### src/rtl/gate_checker_pkg.sv
// Shared types and constants for the gate_checker truth-table sweeper.
// The optional FAIL_MASK feature is enabled by defining GATE_CHECKER_FAILMASK_EN.
package gate_checker_pkg;

    typedef enum logic [2:0] {
        IDLE   = 3'd0,
        DRIVE  = 3'd1,
        SETTLE = 3'd2,
        SAMPLE = 3'd3,
        FIN    = 3'd4
    } state_t;

    localparam int         NUM_VECTORS = 4;
    localparam logic [3:0] NAND_TRUTH  = 4'b0111;
    localparam logic [2:0] ERR_MAX     = 3'd4;

    // Mismatch counter increment that never wraps past the number of vectors.
    function automatic logic [2:0] sat_inc(input logic [2:0] value);
        return (value >= ERR_MAX) ? ERR_MAX : value + 3'd1;
    endfunction

endpackage

### src/rtl/gate_checker_settle_counter.sv
// Loadable down-counter timing the SETTLE phase; tc is high once the count reaches zero.
module settle_counter
    import gate_checker_pkg::*;
(
    input  logic       clk,
    input  logic       rst,
    input  logic       load,
    input  logic [3:0] load_val,
    input  logic       en,
    output logic       tc
);

    logic [3:0] cnt_r;

    // Count register: load wins over decrement, and the count parks at zero.
    always_ff @(posedge clk or posedge rst) begin
        if (rst) begin
            cnt_r <= 4'd0;
        end else if (load) begin
            cnt_r <= load_val;
        end else if (en && (cnt_r != 4'd0)) begin
            cnt_r <= cnt_r - 4'd1;
        end else begin
            cnt_r <= cnt_r;
        end
    end

    assign tc = (cnt_r == 4'd0);

endmodule

### config.mk
export PLATFORM = sky130hd
export DESIGN_NAME = settle_counter
export DESIGN_NICKNAME = d
export VERILOG_FILES = /design/src/rtl/gate_checker_pkg.sv /design/src/rtl/gate_checker_settle_counter.sv
export SDC_FILE = /design/constraint.sdc
export NUM_CORES = 1
export LEC_CHECK = 0
export ABC_CLOCK_PERIOD_IN_PS = 1690
export CORE_AREA = 3 3 40 42
export DETAILED_ROUTE_END_ITERATION = 12
export DIE_AREA = 0 0 43 45
export PLACE_DENSITY = 0.52
export REMOVE_ABC_BUFFERS = 1
export SLEW_MARGIN = 20
export SYNTH_ARGS = -nofsm -noshare
export SYNTH_HDL_FRONTEND = slang
export SYNTH_SLANG_ARGS = --single-unit
export TNS_END_PERCENT = 100
### constraint.sdc
create_clock -name clk -period 1.69 [get_ports clk]
set_input_delay 0.2535 -clock clk [delete_from_list [all_inputs] [get_ports clk]]
set_output_delay 0.2535 -clock clk [all_outputs]
set_load 0.005 [all_outputs]
; ---- Word level (Yosys, flattened, before mapping)
; Cells that the tools add are included.
[word_totals]
ff_bits = 4
output_inout_bits = 1
wordCells = 8
[op_classes]
add_sub_neg = 1
muxes = 2
n_reduce_logical = 4
[ops]
columns = operator, n
row1 = $mux 4, 2
row2 = $logic_not 4->1, 1
row3 = $reduce_bool 4->1, 1
row4 = $sub 4x1->4 const B, 1
row5 = $reduce_bool 2->1, 1
row6 = $logic_and 1x1->1, 1

; ---- Logic depth before layout (Yosys ltp)
; Gate-level depths: netlist (run 1).
[logic_depth]
depth_word = 4
mapped_depth = 5

; ---- Worst setup path before layout (run 1)
; Ideal clock, no wire load.
[synth_timing]
path_kind = register to register
startpoint = register cnt_r[0]
endpoint = register cnt_r[0]
setup_time_ps = 124
arrival_ps = 1427
required_ps = 1566
setup_slack_ps = 139
stages_incl_launch_ff = 6
path_buffers = 0
synth_period_minus_slack_ps = 1551
path_cell_list = dfrtp_1 -> inv_1 -> ha_1 -> or3b_4 -> and3_4 -> o31a_1
[synth_between]
elab_chain_len = 3
[synth_rtl]
columns = item, line_no
row1 = from (decl), gate_checker_settle_counter.sv:13  ; logic [3:0] cnt_r;
row2 = from (signal assigned), gate_checker_settle_counter.sv:20  ; cnt_r <= load_val;
row3 = from (signal assigned), gate_checker_settle_counter.sv:22  ; cnt_r <= cnt_r - 4'd1;
row4 = from (signal assigned), gate_checker_settle_counter.sv:24  ; cnt_r <= cnt_r;
row5 = $sub 4x1->4 / $reduce_bool 4->1 (equally long branches), "gate_checker_settle_counter.sv:22, gate_checker_settle_counter.sv:21"
row6 = $mux 4 / $logic_and 1x1->1 (equally long branches), gate_checker_settle_counter.sv:21  ; end else if (en && (cnt_r != 4'd0)) begin
row7 = $mux 4 / $reduce_bool 2->1 (equally long branches), -
; Several ways; a longest one is shown, not always the timed one. The select of a mux whose other input is x is not followed.
; A chain may end at the register's enable or synchronous reset.

; ---- Final worst setup path (run 1)
[layout_timing]
startpoint = register cnt_r[1]
endpoint = register cnt_r[0]
[layout_between]
elab_chain_len = 3
[layout_rtl]
columns = item, line_no
row1 = $reduce_bool 4->1, gate_checker_settle_counter.sv:21
row2 = $logic_and 1x1->1, gate_checker_settle_counter.sv:21
row3 = $reduce_bool 2->1 (no line), -
; No other way between the ends.

==> impl_metrics.tcl, run 1 <==
set metrics [dict create \
    regMostFlops "cnt_r" \
    final_max_slew_viol_count 0 \
    ys_warn_count 0 \
    die-area_um2 1940 \
    rsz0062_at_grt "no" \
    synth-edff-count 0 \
    drive_above_1_share_pct 40.0 \
    worstSetupEndpointType "flop" \
    stdcell_area_um2 439 \
    fin_nets 56 \
    hold_viol 0 \
    antenna_cells 0 \
    place_area_um2 402 \
    clock_path_buffers 2 \
    core_area_um2 1280 \
    yosysTopAreaCellShare_pct 38.3 \
    reg2reg_depth 6 \
    tritoncts "built" \
    cts_buffers 3 \
    cts-htree-levels 1 \
    grt_util_all_layers_pct 7.26 \
    r2r-start "cnt_r[1]" \
    grt_max_degree 10 \
    netlist_area_um2 262 \
    largest_register_ffs 4 \
    leakage_nw 0.199 \
    num_vias 256 \
    crit_required_ns 1.80 \
    hpwl_um 481 \
    syn_inst 28 \
    startpoint "cnt_r[1]" \
    synth_area_leaders "dfrtp_1 (38%), a21oi_1 (5.7%), inv_1 (5.7%)" \
    port_buffers 8 \
    clk_pin_slew_worst_paths_ns 0.04 \
    wl_per_cell_um 9.77 \
    grt_pass1_vias 255 \
    largestRegisters "cnt_r (4)" \
    max_cap_viol_count 0 \
    route.detailed.drc 0 \
    overflow 0 \
    antenna_found_initial 0 \
    hp-class "primary input to asynchronous set/reset pin" \
    place_inst 56 \
    fill_cells 137 \
    max_stage_delay_ns 0.38 \
    period_minus_slack_ns 1.63 \
    vias_per_cell 4.27 \
    power_density_nw_per_um2 767 \
    synth.avg_cell_area_um2 9.34 \
    synth.distinct_cells 17 \
    yosysSeqAreaShare_pct 38.3 \
    rrSetupSlack_ns 0.06 \
    crit_fanout 4 \
    timing.fmax_mhz 613 \
    io_pins 9 \
    synthArstFlopShare_pct 100 \
    firstDrtPassIters 2 \
    die_y_um 45 \
    status "finished clean" \
    r2r_end "cnt_r[0]" \
    cp_slowest_cell "dfrtp_1" \
    ir_worst_vdd_v 0.000158 \
    synth_ff_type "dfrtp_1" \
    yosys_register_bits 4 \
    ant_nets 0 \
    root_buffer "clkbuf_4" \
    timing.final.crit_share_pct 96.5 \
    final_cell_count_no_fill 60 \
    routabilityCongestion 0.681 \
    num_rows 13 \
    grt_pass1_wl_um 1000 \
    synth_common_cells "dfrtp_1 (4), inv_1 (4), a21oi_1 (3), nand2_1 (3), o21ai_1 (2)" \
    skew_ns 0.00143 \
    worst_pin_slew_ns 0.290 \
    relSlewSlack_pct 80.6 \
    start_util_pct 20.4 \
    setup_viol 0 \
    clk_latency_ns 0.23 \
    start_kind "flop" \
    chipWidth_um 43 \
    crit_type "flop to flop" \
    syn_to_final_growth_pct 67.9 \
    yosysTopAreaCell "dfrtp_1" \
    dr.first_iter.drc_count 1 \
    worstPathArrival_ns 1.74 \
    crit_end "cnt_r[0]" \
    wirelength_um 586 \
    path_cells "inv_2, ha_4, or3b_4, buf_4, and3_4, o31a_1" \
    cts.sinks 4 \
]
-- cells by family (layout without fill, tap and decap cells) --
logic type               after synthesis  count (layout)  synth area share, %
buffers and inverters                  5              22                 7.17
flip-flops                             4               4                 38.3
AO/OA/AOI/OAI                          8               8                 20.1
AND/OR/NAND/NOR                       10              10                 29.7
adder cells (fa/ha/maj)                1               1                 4.78
-- critical path, delay by kind of cell (launching register included) --
kind | cells | cell delay (ns)
buf+inv | 2 | 0.22
fa+ha+maj | 1 | 0.13
compound gates | 1 | 0.23
flops | 1 | 0.38
simple gates | 2 | 0.54
-- power by group --
part	leakage, nW	switching (mW)	internal [mW]
clock network	0.0138	0.0359	0.0792
registers	0.0478	0.00915	0.108
logic	0.137	0.0390	0.0659
total	0.199	0.0841	0.253
-- layer usage --
| metal | routed length [µm] | share of wire [%] | GRT usage [%] | vias to the layer above |
|---|---|---|---|---|
| li1 | - | - | - | 136 |
| met1 | 226 | 39 | 7.51 | 113 |
| met2 | 294 | 50 | 11.1 | 7 |
| met3 | 64 | 11 | 3.98 | 0 |
| met4 | 0 | 0 | 5.42 | 0 |
| met5 | 0 | 0 | 0 | - |
-- final cells by class --
type / count / area, µm² / area share, %
well taps: 15 / 18.8 / 4.27
flip-flops and latches: 4 / 100 / 22.8
clock buffers: 3 / 22.5 / 5.13
inverters: 4 / 15.0 / 3.42
multi-input cells: 19 / 155 / 35.3
repair buffers: 15 / 128 / 29.1
-- cells in the final DEF (no fill, tap or decap), drive strengths merged, types with 2 or more instances in the layout --
cell type,netlist,routed
buf,0,8
clkdlybuf4s50,0,7
dfrtp,4,4
inv,4,4
a21oi,3,3
nand2,3,3
clkbuf,1,3
o21ai,2,2
-- worst min path at each step --
stage          startpoint       end  depth (start not counted)  slack, ns
5_1_grt               rst  cnt_r[0]                          2       0.24
3_5_place_dp          rst  cnt_r[1]                          2       0.46
3_3_place_gp          rst  cnt_r[1]                          2       0.45
4_1_cts               rst  cnt_r[1]                          2       0.21
6_report              rst  cnt_r[1]                          2       0.21
2_1_floorplan         rst  cnt_r[0]                          1       0.02
-- what timing repair did --
| action | CTS | global route |
|---|---|---|
| endpoints found under the setup margin | 1 | 0 |
| buffers inserted | 1 | 0 |
| endpoints found under the hold margin | 0 | 0 |
| resized for setup | 9 | 0 |
| hold buffers | 0 | 0 |
-- through the flow --
step	util (%)	power (mW)	TNS [ns]	setup slack, ns	hold WS, ns
floorplan	-	0.160	0	0.139	0.0196
global placement	31.3	0.210	-0.0745	-0.0745	0.451
detailed placement	31.3	0.214	-0.0950	-0.0950	0.460
CTS	34.2	0.346	0	0.0516	0.210
global route	34.2	0.356	0	0.00432	0.244
finish	34.2	0.337	0	0.0586	0.208
(Power assumes the default switching activity.)
==> run 2, diff against run 1 <==
--- a/config.mk
+++ b/config.mk
@@ -6,9 +6,10 @@
 export NUM_CORES = 1
 export LEC_CHECK = 0
 export ABC_CLOCK_PERIOD_IN_PS = 1690
-export CORE_AREA = 3 3 40 42
+export CORE_AREA = 2 2 39 41
+export CTS_CLUSTER_SIZE = 30
 export DETAILED_ROUTE_END_ITERATION = 12
-export DIE_AREA = 0 0 43 45
+export DIE_AREA = 0 0 41 43
 export PLACE_DENSITY = 0.52
 export REMOVE_ABC_BUFFERS = 1
 export SLEW_MARGIN = 20
==> impl_metrics.tcl, run 2 (synthesis results as in run 1) <==
set metrics [dict create \
    layout_common_cells "clkdlybuf4s50_1 (7), buf_4 (7), dfrtp_1 (4)" \
    port_buffers 8 \
    period_minus_slack_ns 1.62 \
    place_inst 57 \
    final_max_slew_viol_count 0 \
    die_y_um 43 \
    fin_hold_ws_ns 0.200 \
    largest_register_ffs 4 \
    dr.first_iter.drc_count 3 \
    clock_path_buffers 2 \
    relSlewSlack_pct 79.9 \
    vias_per_cell 4.21 \
    max_cap_viol_count 0 \
    crit_buf_inv 3 \
    num_vias 257 \
    max_stage_delay_ns 0.40 \
    grt_pass1_vias 246 \
    start_kind "flop" \
    worstPathArrival_ns 1.37 \
    antenna_cells 0 \
    final_cell_count_no_fill 61 \
    num_rows 14 \
    regMostFlops "cnt_r" \
    drive_above_1_share_pct 40.0 \
    crit_family "simple AND/OR/NAND/NOR gates" \
    largestRegisters "cnt_r (4)" \
    clk_latency_ns 0.23 \
    antenna_found_initial 0 \
    hp-class "primary input to asynchronous set/reset pin" \
    cts-htree-levels 1 \
    start_util_pct 18.9 \
    p_total_mw 0.339 \
    core_area_um2 1380 \
    status "finished clean" \
    worst_pin_slew_ns 0.301 \
    hold_viol 0 \
    route.detailed.drc 0 \
    path_cells "inv_2, ha_4, or3b_4, inv_2, buf_2" \
    power_density_nw_per_um2 771 \
    wirelength_um 572 \
    cp_common_cell "inv_2" \
    timing.fmax_mhz 616 \
    clk_pin_slew_worst_paths_ns 0.04 \
    overflow 0 \
    io_pins 9 \
    crit_fanout 5 \
    cp_slowest_cell "or3b_4" \
    root_buffer "clkbuf_4" \
    leakage_nw 0.199 \
    fin_nets 56 \
    grt_pass1_wl_um 938 \
    cts_buffers 3 \
    wl_per_cell_um 9.38 \
    ir_worst_vdd_v 0.000282 \
    die-area_um2 1760 \
    grt_util_all_layers_pct 8.36 \
    crit_type "flop to primary output" \
    chipWidth_um 41 \
    tritoncts "built" \
    hpwl_um 443 \
    cts.sinks 4 \
    worstSetupEndpointType "primary output" \
    grt_max_degree 10 \
    timing.final.crit_share_pct 96.1 \
    routabilityCongestion 0.684 \
    crit_required_ns 1.44 \
    rsz0062_at_grt "no" \
    setup_viol 0 \
    syn_to_final_growth_pct 68.4 \
    firstDrtPassIters 2 \
    ant_nets 0 \
    skew_ns 0.00418 \
]
[run 2: cell counts in the layout (fill, tap and decap cells not counted)]
No cell type changed its count.
[run 2: path summary, 6_finish.rpt]
kind / startpoint / end / slack [ns] / cells past startpoint
max: cnt_r[0] / tc / 0.07 / 5
min: rst / cnt_r[0] / 0.20 / 2
max reg2reg: cnt_r[0] / cnt_r[0] / 0.14 / 5
min reg2reg: cnt_r[2] / cnt_r[2] / 0.64 / 2
max in group asynchronous: rst / cnt_r[2] / 1.34 / 2
min in group clk: load_val[1] / cnt_r[1] / 0.57 / 3
[run 2: through the flow]
step	worst slack [ns]	utilization, %	area [µm²]	setup TNS, ns
floorplan	0.139	-	258	0
global placement	-0.0522	29.1	403	-0.0522
detailed placement	-0.0650	29.1	403	-0.0650
finish	0.0666	31.8	440	0
global route	0.0158	31.8	440	0
CTS	0.00452	32.3	447	0
[run 2: what timing repair did]
action                                  4_1_cts  5_1_grt
hold buffers                                  0        0
buffers inserted                              1        1
pin swaps                                     0        1
endpoints found under the setup margin        1        2
resized for setup                             8        1
[run 2: routing by layer]
layer  up-vias  GRT usage [%]  wire, µm
met5         -              0         0
met4         0           8.00         0
met3         0           1.57        33
met2         5           11.9       295
met1       117           9.74       244
li1        135              -         -
[run 2: area by class of cell]
cell class / instances / area [µm²]
Multi-Input combinational cell: 19 / 155
Fill cell: 152 / 943
Inverter: 4 / 15.0
Timing Repair Buffer: 15 / 128
Clock buffer: 3 / 22.5
Sequential cell: 4 / 100
Tap cell: 16 / 20.0
[run 2: where the power goes]
part           total [mW]  switching (mW)  internal [mW]
Clock               0.115          0.0357         0.0792
Combinational       0.108          0.0403         0.0673
Sequential          0.117         0.00940          0.108
Total               0.339          0.0853          0.254
